===== src/rtl/mem_access.sv =====
// mem_access: memory-access pipeline stage that runs load/store bus cycles and aligns load data.
// Define MEM_BUS_TIMEOUT_EN to abort a bus cycle after BUS_TIMEOUT WAIT cycles without i_bus_rdy.
module mem_access #(
    parameter int ADDR_WIDTH  = 32,
    parameter int DATA_WIDTH  = 32,
    parameter int REGNO_WIDTH = 5,
    parameter int BUS_TIMEOUT = 255
) (
    input  logic                   clk,
    input  logic                   rst,
    input  logic                   i_exec_stall,
    input  logic                   i_fetch_stall,
    input  logic                   i_nullify,
    input  logic [REGNO_WIDTH-1:0] i_rd_no,
    input  logic [DATA_WIDTH-1:0]  i_alu_result,
    input  logic [1:0]             i_lsu_op,
    input  logic                   i_lsu_lns,
    input  logic                   i_lsu_ext,
    input  logic [DATA_WIDTH-1:0]  i_mem_data,
    output logic [ADDR_WIDTH-1:0]  o_bus_addr,
    output logic                   o_bus_cmd,
    output logic                   o_bus_rnw,
    output logic [DATA_WIDTH-1:0]  o_bus_wdata,
    output logic [3:0]             o_bus_ben,
    input  logic                   i_bus_rdy,
    input  logic [DATA_WIDTH-1:0]  i_bus_data,
    input  logic                   i_bus_err,
    output logic                   o_mem_stall,
    output logic                   o_addr_error,
    output logic                   o_bus_error,
    output logic [REGNO_WIDTH-1:0] o_rd_no,
    output logic [DATA_WIDTH-1:0]  o_rd_val
);

    localparam logic [1:0] OP_IDLE = 2'd0;
    localparam logic [1:0] OP_BYTE = 2'd1;
    localparam logic [1:0] OP_HALF = 2'd2;
    localparam logic [1:0] OP_WORD = 2'd3;

    typedef enum logic [1:0] {S_IDLE, S_WAIT, S_DONE} state_t;

    state_t state_q, state_d;

    logic ext_stall, core_stall, misaligned, accept, start, timeout;

    logic [ADDR_WIDTH-1:0]  addr_q;
    logic                   rnw_q;
    logic [3:0]             ben_q;
    logic [DATA_WIDTH-1:0]  wdata_q;
    logic                   err_q;
    logic                   berr_q;
    logic [REGNO_WIDTH-1:0] rd_no_q;
    logic [DATA_WIDTH-1:0]  rd_val_q;

    logic [REGNO_WIDTH-1:0] rd_q;
    logic [1:0]             size_q;
    logic [1:0]             lo_q;
    logic                   ext_q;
    logic [DATA_WIDTH-1:0]  rdata_q;

    function automatic logic [3:0] lane_ben(input logic [1:0] size, input logic [1:0] a);
        case (size)
            OP_BYTE: lane_ben = 4'b0001 << a;
            OP_HALF: lane_ben = a[1] ? 4'b1100 : 4'b0011;
            OP_WORD: lane_ben = 4'b1111;
            default: lane_ben = 4'b0000;
        endcase
    endfunction

    function automatic logic [DATA_WIDTH-1:0] lane_wdata(input logic [1:0] size,
                                                         input logic [DATA_WIDTH-1:0] d);
        case (size)
            OP_BYTE: lane_wdata = {4{d[7:0]}};
            OP_HALF: lane_wdata = {2{d[15:0]}};
            default: lane_wdata = d;
        endcase
    endfunction

    function automatic logic [DATA_WIDTH-1:0] load_align(input logic [1:0] size,
                                                         input logic [1:0] a,
                                                         input logic ext,
                                                         input logic [DATA_WIDTH-1:0] d);
        logic [7:0]  b;
        logic [15:0] h;
        b = d[{a, 3'b000} +: 8];
        h = a[1] ? d[31:16] : d[15:0];
        case (size)
            OP_BYTE: load_align = {{(DATA_WIDTH-8){ext & b[7]}}, b};
            OP_HALF: load_align = {{(DATA_WIDTH-16){ext & h[15]}}, h};
            default: load_align = d;
        endcase
    endfunction

    assign ext_stall  = i_exec_stall | i_fetch_stall;
    assign core_stall = ext_stall | o_mem_stall;
    assign misaligned = ((i_lsu_op == OP_HALF) && i_alu_result[0]) ||
                        ((i_lsu_op == OP_WORD) && (i_alu_result[1:0] != 2'b00));
    // An instruction is only acted on while the upstream stages are moving, so a held one is not replayed.
    assign accept = (state_q == S_IDLE) && !ext_stall && !i_nullify && (i_lsu_op != OP_IDLE);
    assign start  = accept && !misaligned;

`ifdef MEM_BUS_TIMEOUT_EN
    logic [7:0] cnt_q;

    always_ff @(posedge clk) begin
        if (rst) begin
            cnt_q <= '0;
        end else if (start) begin
            cnt_q <= '0;
        end else if ((state_q == S_WAIT) && !i_bus_rdy) begin
            cnt_q <= cnt_q + 8'd1;
        end
    end

    assign timeout = (state_q == S_WAIT) && !i_bus_rdy && (cnt_q == 8'(BUS_TIMEOUT - 1));
`else
    assign timeout = 1'b0;
`endif

    always_ff @(posedge clk) begin
        if (rst) begin
            state_q <= S_IDLE;
        end else begin
            state_q <= state_d;
        end
    end

    always_comb begin
        state_d = state_q;
        unique case (state_q)
            S_IDLE:  if (start) state_d = S_WAIT;
            S_WAIT:  if (i_bus_rdy || timeout) state_d = S_DONE;
            S_DONE:  if (!ext_stall) state_d = S_IDLE;
            default: state_d = S_IDLE;
        endcase
    end

    always_comb begin
        o_bus_cmd    = 1'b0;
        o_mem_stall  = 1'b0;
        o_addr_error = 1'b0;
        unique case (state_q)
            S_IDLE: begin
                o_mem_stall  = start;
                o_addr_error = accept && misaligned;
            end
            S_WAIT: begin
                o_bus_cmd   = 1'b1;
                o_mem_stall = 1'b1;
            end
            default: ;
        endcase
    end

    always_ff @(posedge clk) begin
        if (rst) begin
            addr_q   <= '0;
            rnw_q    <= 1'b0;
            ben_q    <= '0;
            wdata_q  <= '0;
            err_q    <= 1'b0;
            berr_q   <= 1'b0;
            rd_no_q  <= '0;
            rd_val_q <= '0;
        end else begin
            berr_q <= 1'b0;
            if (start) begin
                addr_q  <= {i_alu_result[ADDR_WIDTH-1:2], 2'b00};
                rnw_q   <= i_lsu_lns;
                ben_q   <= lane_ben(i_lsu_op, i_alu_result[1:0]);
                wdata_q <= lane_wdata(i_lsu_op, i_mem_data);
                err_q   <= 1'b0;
            end
            if ((state_q == S_WAIT) && i_bus_rdy) begin
                err_q  <= i_bus_err;
                berr_q <= i_bus_err;
            end else if (timeout) begin
                err_q  <= 1'b1;
                berr_q <= 1'b1;
            end
            if ((state_q == S_DONE) && !ext_stall) begin
                rd_no_q  <= (rnw_q && !err_q) ? rd_q : '0;
                rd_val_q <= rdata_q;
            end else if ((state_q == S_IDLE) && !core_stall) begin
                rd_no_q  <= (i_nullify || (i_lsu_op != OP_IDLE && misaligned)) ? '0 : i_rd_no;
                rd_val_q <= i_alu_result;
            end
        end
    end

    always_ff @(posedge clk) begin
        if (start) begin
            rd_q   <= i_rd_no;
            size_q <= i_lsu_op;
            lo_q   <= i_alu_result[1:0];
            ext_q  <= i_lsu_ext;
        end
        if ((state_q == S_WAIT) && i_bus_rdy) begin
            rdata_q <= load_align(size_q, lo_q, ext_q, i_bus_data);
        end
    end

    assign o_bus_addr  = addr_q;
    assign o_bus_rnw   = rnw_q;
    assign o_bus_ben   = ben_q;
    assign o_bus_wdata = wdata_q;
    assign o_bus_error = berr_q;
    assign o_rd_no     = rd_no_q;
    assign o_rd_val    = rd_val_q;

endmodule


===== config.mk =====
export PLATFORM = sky130hd
export DESIGN_NAME = mem_access
export DESIGN_NICKNAME = d
export VERILOG_FILES = /design/src/rtl/mem_access.sv
export SDC_FILE = /design/constraint.sdc
export NUM_CORES = 1
export LEC_CHECK = 0
export ABC_AREA = 1
export ABC_CLOCK_PERIOD_IN_PS = 4190
export CAP_MARGIN = 20
export CORE_MARGIN = 2
export CORE_UTILIZATION = 25
export CTS_CLUSTER_DIAMETER = 100
export DETAILED_ROUTE_END_ITERATION = 16
export HOLD_SLACK_MARGIN = 0.15
export PLACE_DENSITY_LB_ADDON = 0.12
export SLEW_MARGIN = 5
export SYNTH_ARGS = -nofsm -noshare
export SYNTH_HDL_FRONTEND = slang
export SYNTH_SLANG_ARGS = --single-unit
export TNS_END_PERCENT = 5

===== constraint.sdc =====
create_clock -name clk -period 4.19 [get_ports clk]
set_input_delay 0.838 -clock clk [delete_from_list [all_inputs] [get_ports clk]]
set_output_delay 0.838 -clock clk [all_outputs]
set_load 0.01 [all_outputs]

-- Word-level counts from Yosys, hierarchy flattened
Cells that the tools add are included.
- ROM bits: 0
- input port bits: 112
- memories: 0
- register bits: 150
- word-level logic and storage cells: 77
- bits in writable memories: 0
- bits in latches: 0
- divide/modulo/power cells: 0
- $lt $le $gt $ge: 0
- add/sub/neg operators: 0
- muxes and demuxes: 20
- multipliers: 0
- shift operators: 2
- reduce and logical (&&, ||, !) cells: 26
- bitwise operators: 5
- equality and inequality tests: 10
- operators with widths (kind ; count):
    32-bit one-hot mux with 2 select lines ; 2
    32-bit two-way mux ; 2
    32-bit by 6-bit variable part select with 8-bit output ; 1
    5-bit two-way mux ; 4
    16-bit two-way mux ; 1
    1-bit logical AND ; 12
    4-bit one-hot mux with 3 select lines ; 1
    2-bit == test, second input constant ; 4
    2-bit nonzero test ; 4
    2-bit by 1-bit == test with 1-bit output, second input constant ; 3
    2-bit two-way mux ; 3
    2-bit != test, second input constant ; 3
    2-bit one-hot mux with 3 select lines ; 1
    1-bit logical NOT ; 5
    1-bit two-way mux ; 4
    4-bit two-way mux ; 1
    1-bit by 2-bit << shifter with 4-bit output, first input constant ; 1
    3-bit AND reduction ; 1
    1-bit AND ; 2
    2-bit logical NOT ; 1
    1-bit logical OR ; 2
    1-bit bitwise OR ; 2
    1-bit one-hot mux with 2 select lines ; 1
    2-bit OR reduction ; 1
    1-bit inverter ; 1

-- Longest topological paths before layout
- word-level depth: 12
- mapped depth: 12
- gate-level depth less buffers: 10

-- Worst setup path before layout
OpenSTA, ideal clock, no wires.
- kind: input to output
- from: input i_lsu_op[0]
- to: output o_mem_stall
- arrival time: 1.930 ns
- path slack: 1.422 ns
- cell stages on the path: 10
- cells stage by stage: inv_1 > ha_1 > buf_4 > nand2_1 > nand2_1 > nand2_1 > nand3_4 > buf_6 > buf_4 > nand2_1
- word-level cells in the longest chain between the ends: 6
- RTL lines (what ; RTL line ; text):
    from (decl) ; 16 ; input logic [1:0] i_lsu_op,
    2-bit == test (on tied branches) ; 96, 97 ;
    1-bit logical AND (on tied branches) ; 96, 97 ;
    1-bit logical OR ; 96 ; assign misaligned = ((i_lsu_op == OP_HALF) && i_alu_result[0]) ||
    1-bit logical NOT ; 100 ; assign start = accept && !misaligned;
    1-bit logical AND * ; 100 ;
    1-bit one-hot mux with 2 select lines * ; 142 ; unique case (state_q)
    to (decl) ; 28 ; output logic o_mem_stall,
Mark *: on every way between the ends. The rest lies on a longest branch, timed or not.

-- Worst setup path in the final report
- from: input i_lsu_op[0]
- to: output o_addr_error
- word-level cells in the longest chain between the ends: 5
- RTL lines (what ; RTL line ; text):
    2-bit == test (on tied branches) ; 96, 97 ;
    1-bit logical AND (on tied branches) ; 96, 97 ;
    1-bit logical OR ; 96 ;
    1-bit logical AND * ; 145 ; o_addr_error = accept && misaligned;
    1-bit two-way mux * ; 142 ;
    to (decl) ; 29 ; output logic o_addr_error,
Marks and branches as above.

==> summary.md <==
| Metric | Value |
|---|---|
| Post-Route WL | `25,200 µm` |
| Gpl congestion | `0.845` |
| CP Capture Type | `output pin` |
| Clk root buf | `clkbuf_16` |
| Worst Setup Path Type | `input pin to output pin` |
| Critical path launch point type | `input pin` |
| Post-synthesis area per instance | `7.03 µm²` |
| Cell area power density | `357 nW/µm²` |
| Antenna viol nets, final | `0` |
| H-tree levels | `4` |
| Worst EP required | `3.35 ns` |
| Placeable Area | `28,500 µm²` |
| Via count | `6,908` |
| Post-place instance area | `9670 µm²` |
| Sw Share | `27.9%` |
| Switching power total | `0.00102 W` |
| Max-slew violations | `0` |
| Layout fillers | `3,126` |
| PostCTS Resize Cnt | `0` |
| Yosys top cell by area | `dfxtp_1` |
| Max cap viols | `0` |
| Tot GR Track Use | `16.8%` |
| Number of synthesized register bits | `150` |
| Setup violations, final | `0` |
| Final setup TNS | `0 ns` |
| Final hold vios | `0` |
| Die ar. | `30,200 µm²` |
| TritonCTS clock tree | `yes` |
| TritonCTS Buffers | `17` |
| Worst skew pair latency | `0.42 ns` |
| Fmax | `269 MHz` |
| Ys async rst share | `0%` |
| Worst min path class | `flop to flop` |
| Tmin final | `3.72 ns` |
| Area Growth Syn to Fin | `42.4%` |
| Clock sink count | `150` |
| Worst-path clk slew | `0.07 ns` |
| Setup Skew | `0.0146 ns` |
| DP HPWL | `18,100 µm` |
| Largest net degree at the start of global routing | `89` |
| Synth warn | `0` |
| Peak supply drop | `0.000235 V` |
| Synth top cells by count | `329 x nand2_1, 164 x nor2_1, 108 x dfxtp_1, 84 x a21oi_1, 75 x nand3_1` |
| CTS Hold Buffers Added | `0` |
| Row count | `62` |
| Final net count | `1,329` |
| Mapped Area | `7190 µm²` |
| Gr ovfl total | `0` |
| Sequential share of power | `43.1%` |
| Die H | `174 µm` |
| P_leak | `4.35 nW` |
| Crit-path max FO | `6` |
| First-pass GRT wire length | `39,300 µm` |
| Clk network pwr share | `41.6%` |
| Least-Margin Pin Slew | `0.884 ns` |
| Design Area, Final | `10,200 µm²` |
| Final period utilization | `88.7%` |
| Post-synthesis cell type count | `25` |
| Starting DRT DRC Count | `476` |
| WP data arrival | `2.88 ns` |
| Initial antenna violation count | `0` |
| Ant. Diodes | `0` |
| Gate power share | `15.3%` |
| Ports | `222` |
| DRC viols | `0` |
| RSZ-0062 raised after global routing | `false` |
| Vias in the first global route | `6,732` |
| Chip width | `174 µm` |
| Most frequent cell after synthesis | `nand2_1` |
| Slew HR | `41.1%` |
| Buffers on Ports | `219` |
| Starting Density | `25.2%` |
| Post-Syn Instances | `1,024` |
| Number of synthesized flops with an enable pin | `42` |
| Run status | `complete, no violations` |
| Drt wl/cell | `15.7 µm` |
| Setup bufs post-CTS | `0` |
| Post-synth top area share | `30.1%` |
| Internal power | `0.00264 W` |
| Synth top area cells | `dfxtp_1 30%, edfxtp_1 18%, nand2_1 17%` |
| Predominant post-synthesis flop cell | `dfxtp_1` |
| Sequential area share after synthesis | `47.6%` |
| Pre-Repair DR Iteration Count | `5` |
| Layout cells sized above 1 | `4.82%` |
| Vias per inst | `4.30` |
| Max clock buf depth | `2` |
[layout by cell type (no fill, tap or decap), types with 18 or more instances in the layout]
| cell type | count |
|---|---|
| a21oi_1 | 84 |
| dfxtp_1 | 108 |
| nand3_1 | 75 |
| o21ai_0 | 57 |
| nor2_1 | 162 |
| clkdlybuf4s50_1 | 219 |
| edfxtp_1 | 42 |
| nand2_1 | 329 |
| clkbuf_16 | 18 |
| inv_1 | 71 |
[power groups by stage]
stage / combinational, W / sequential, W / clock (W)
3_5_place_dp: 0.000566 / 0.00161 / 0
6_report: 0.000561 / 0.00158 / 0.00152
5_1_grt: 0.000624 / 0.00158 / 0.00163
4_1_cts: 0.000568 / 0.00158 / 0.00157
3_3_place_gp: 0.000565 / 0.00161 / 0
2_1_floorplan: 0.000247 / 0.00163 / 0
[critical path: stages]
cell and delay (ns):
clkdlybuf4s50_1 0.57, inv_1 0.09, ha_1 0.22, inv_1 0.11
nand3_1 0.29, nor2_1 0.17, clkdlybuf4s50_1 0.58
[sequential cells by signal, summed over array words and instances, names as in the netlist, 2 cells and up]
name	flops
size_q	2
o_rd_val	32
rdata_q	32
o_rd_no	5
lo_q	2
state_q	2
o_bus_wdata	32
o_bus_addr	30
o_bus_ben	4
rd_q	5
[cell families (layout without fill, tap and decap cells)]
group	Yosys count	after routing	synth area share [%]
AOI/OAI and AO/OA	152	152	11.0
adders and majority gates	6	6	1.04
and+or+nand+nor	572	572	31.4
other	1	2	0.0521
buffers and inverters	143	342	8.89
DFF	150	150	47.6
[metrics by stage]
stage / total power, W / setup slack, ns / cells / util [%] / hold WS [ns]
2_1_floorplan: 0.00187 / 1.42 / 1025 / - / 0.457
6_report: 0.00366 / 0.475 / 1608 / 35.9 / 0.464
3_5_place_dp: 0.00218 / 0.489 / 1576 / 33.9 / 0.456
5_1_grt: 0.00384 / 0.371 / 1608 / 35.9 / 0.488
3_3_place_gp: 0.00217 / 0.527 / 1576 / 33.9 / 0.452
4_1_cts: 0.00372 / 0.482 / 1608 / 35.9 / 0.467
[routing by layer]
layer  track usage [%]  vias to the layer above  routed length [µm]
li1                  -                     3619                   -
met1              23.5                     3096               12400
met2              26.8                      175               11400
met3              3.29                       18                1140
met4              3.54                        0                 272
met5                 0                        -                   0
[path summary, 6_finish.rpt]
check,startpoint,to,slack (ns),depth (start not counted)
worst min register to register,o_bus_wdata[0],o_bus_wdata[0],0.46,2
worst max-delay path,i_lsu_op[0],o_addr_error,0.47,7
worst min-delay path,o_bus_wdata[0],o_bus_wdata[0],0.46,2
worst max register to register,state_q[0],o_rd_val[21],1.74,9
[final cells by class]
| cell class | count | area (µm²) | share of cell area [%] |
|---|---|---|---|
| clock inverters | 14 | 126 | 1.23 |
| well taps | 384 | 480 | 4.69 |
| inverters | 76 | 285 | 2.78 |
| clock buffers | 18 | 450 | 4.40 |
| multi-input cells | 732 | 3150 | 30.7 |
| repair buffers | 234 | 2330 | 22.7 |
| flip-flops and latches | 150 | 3420 | 33.4 |
Note: power is estimated with default switching activity, not from simulation.
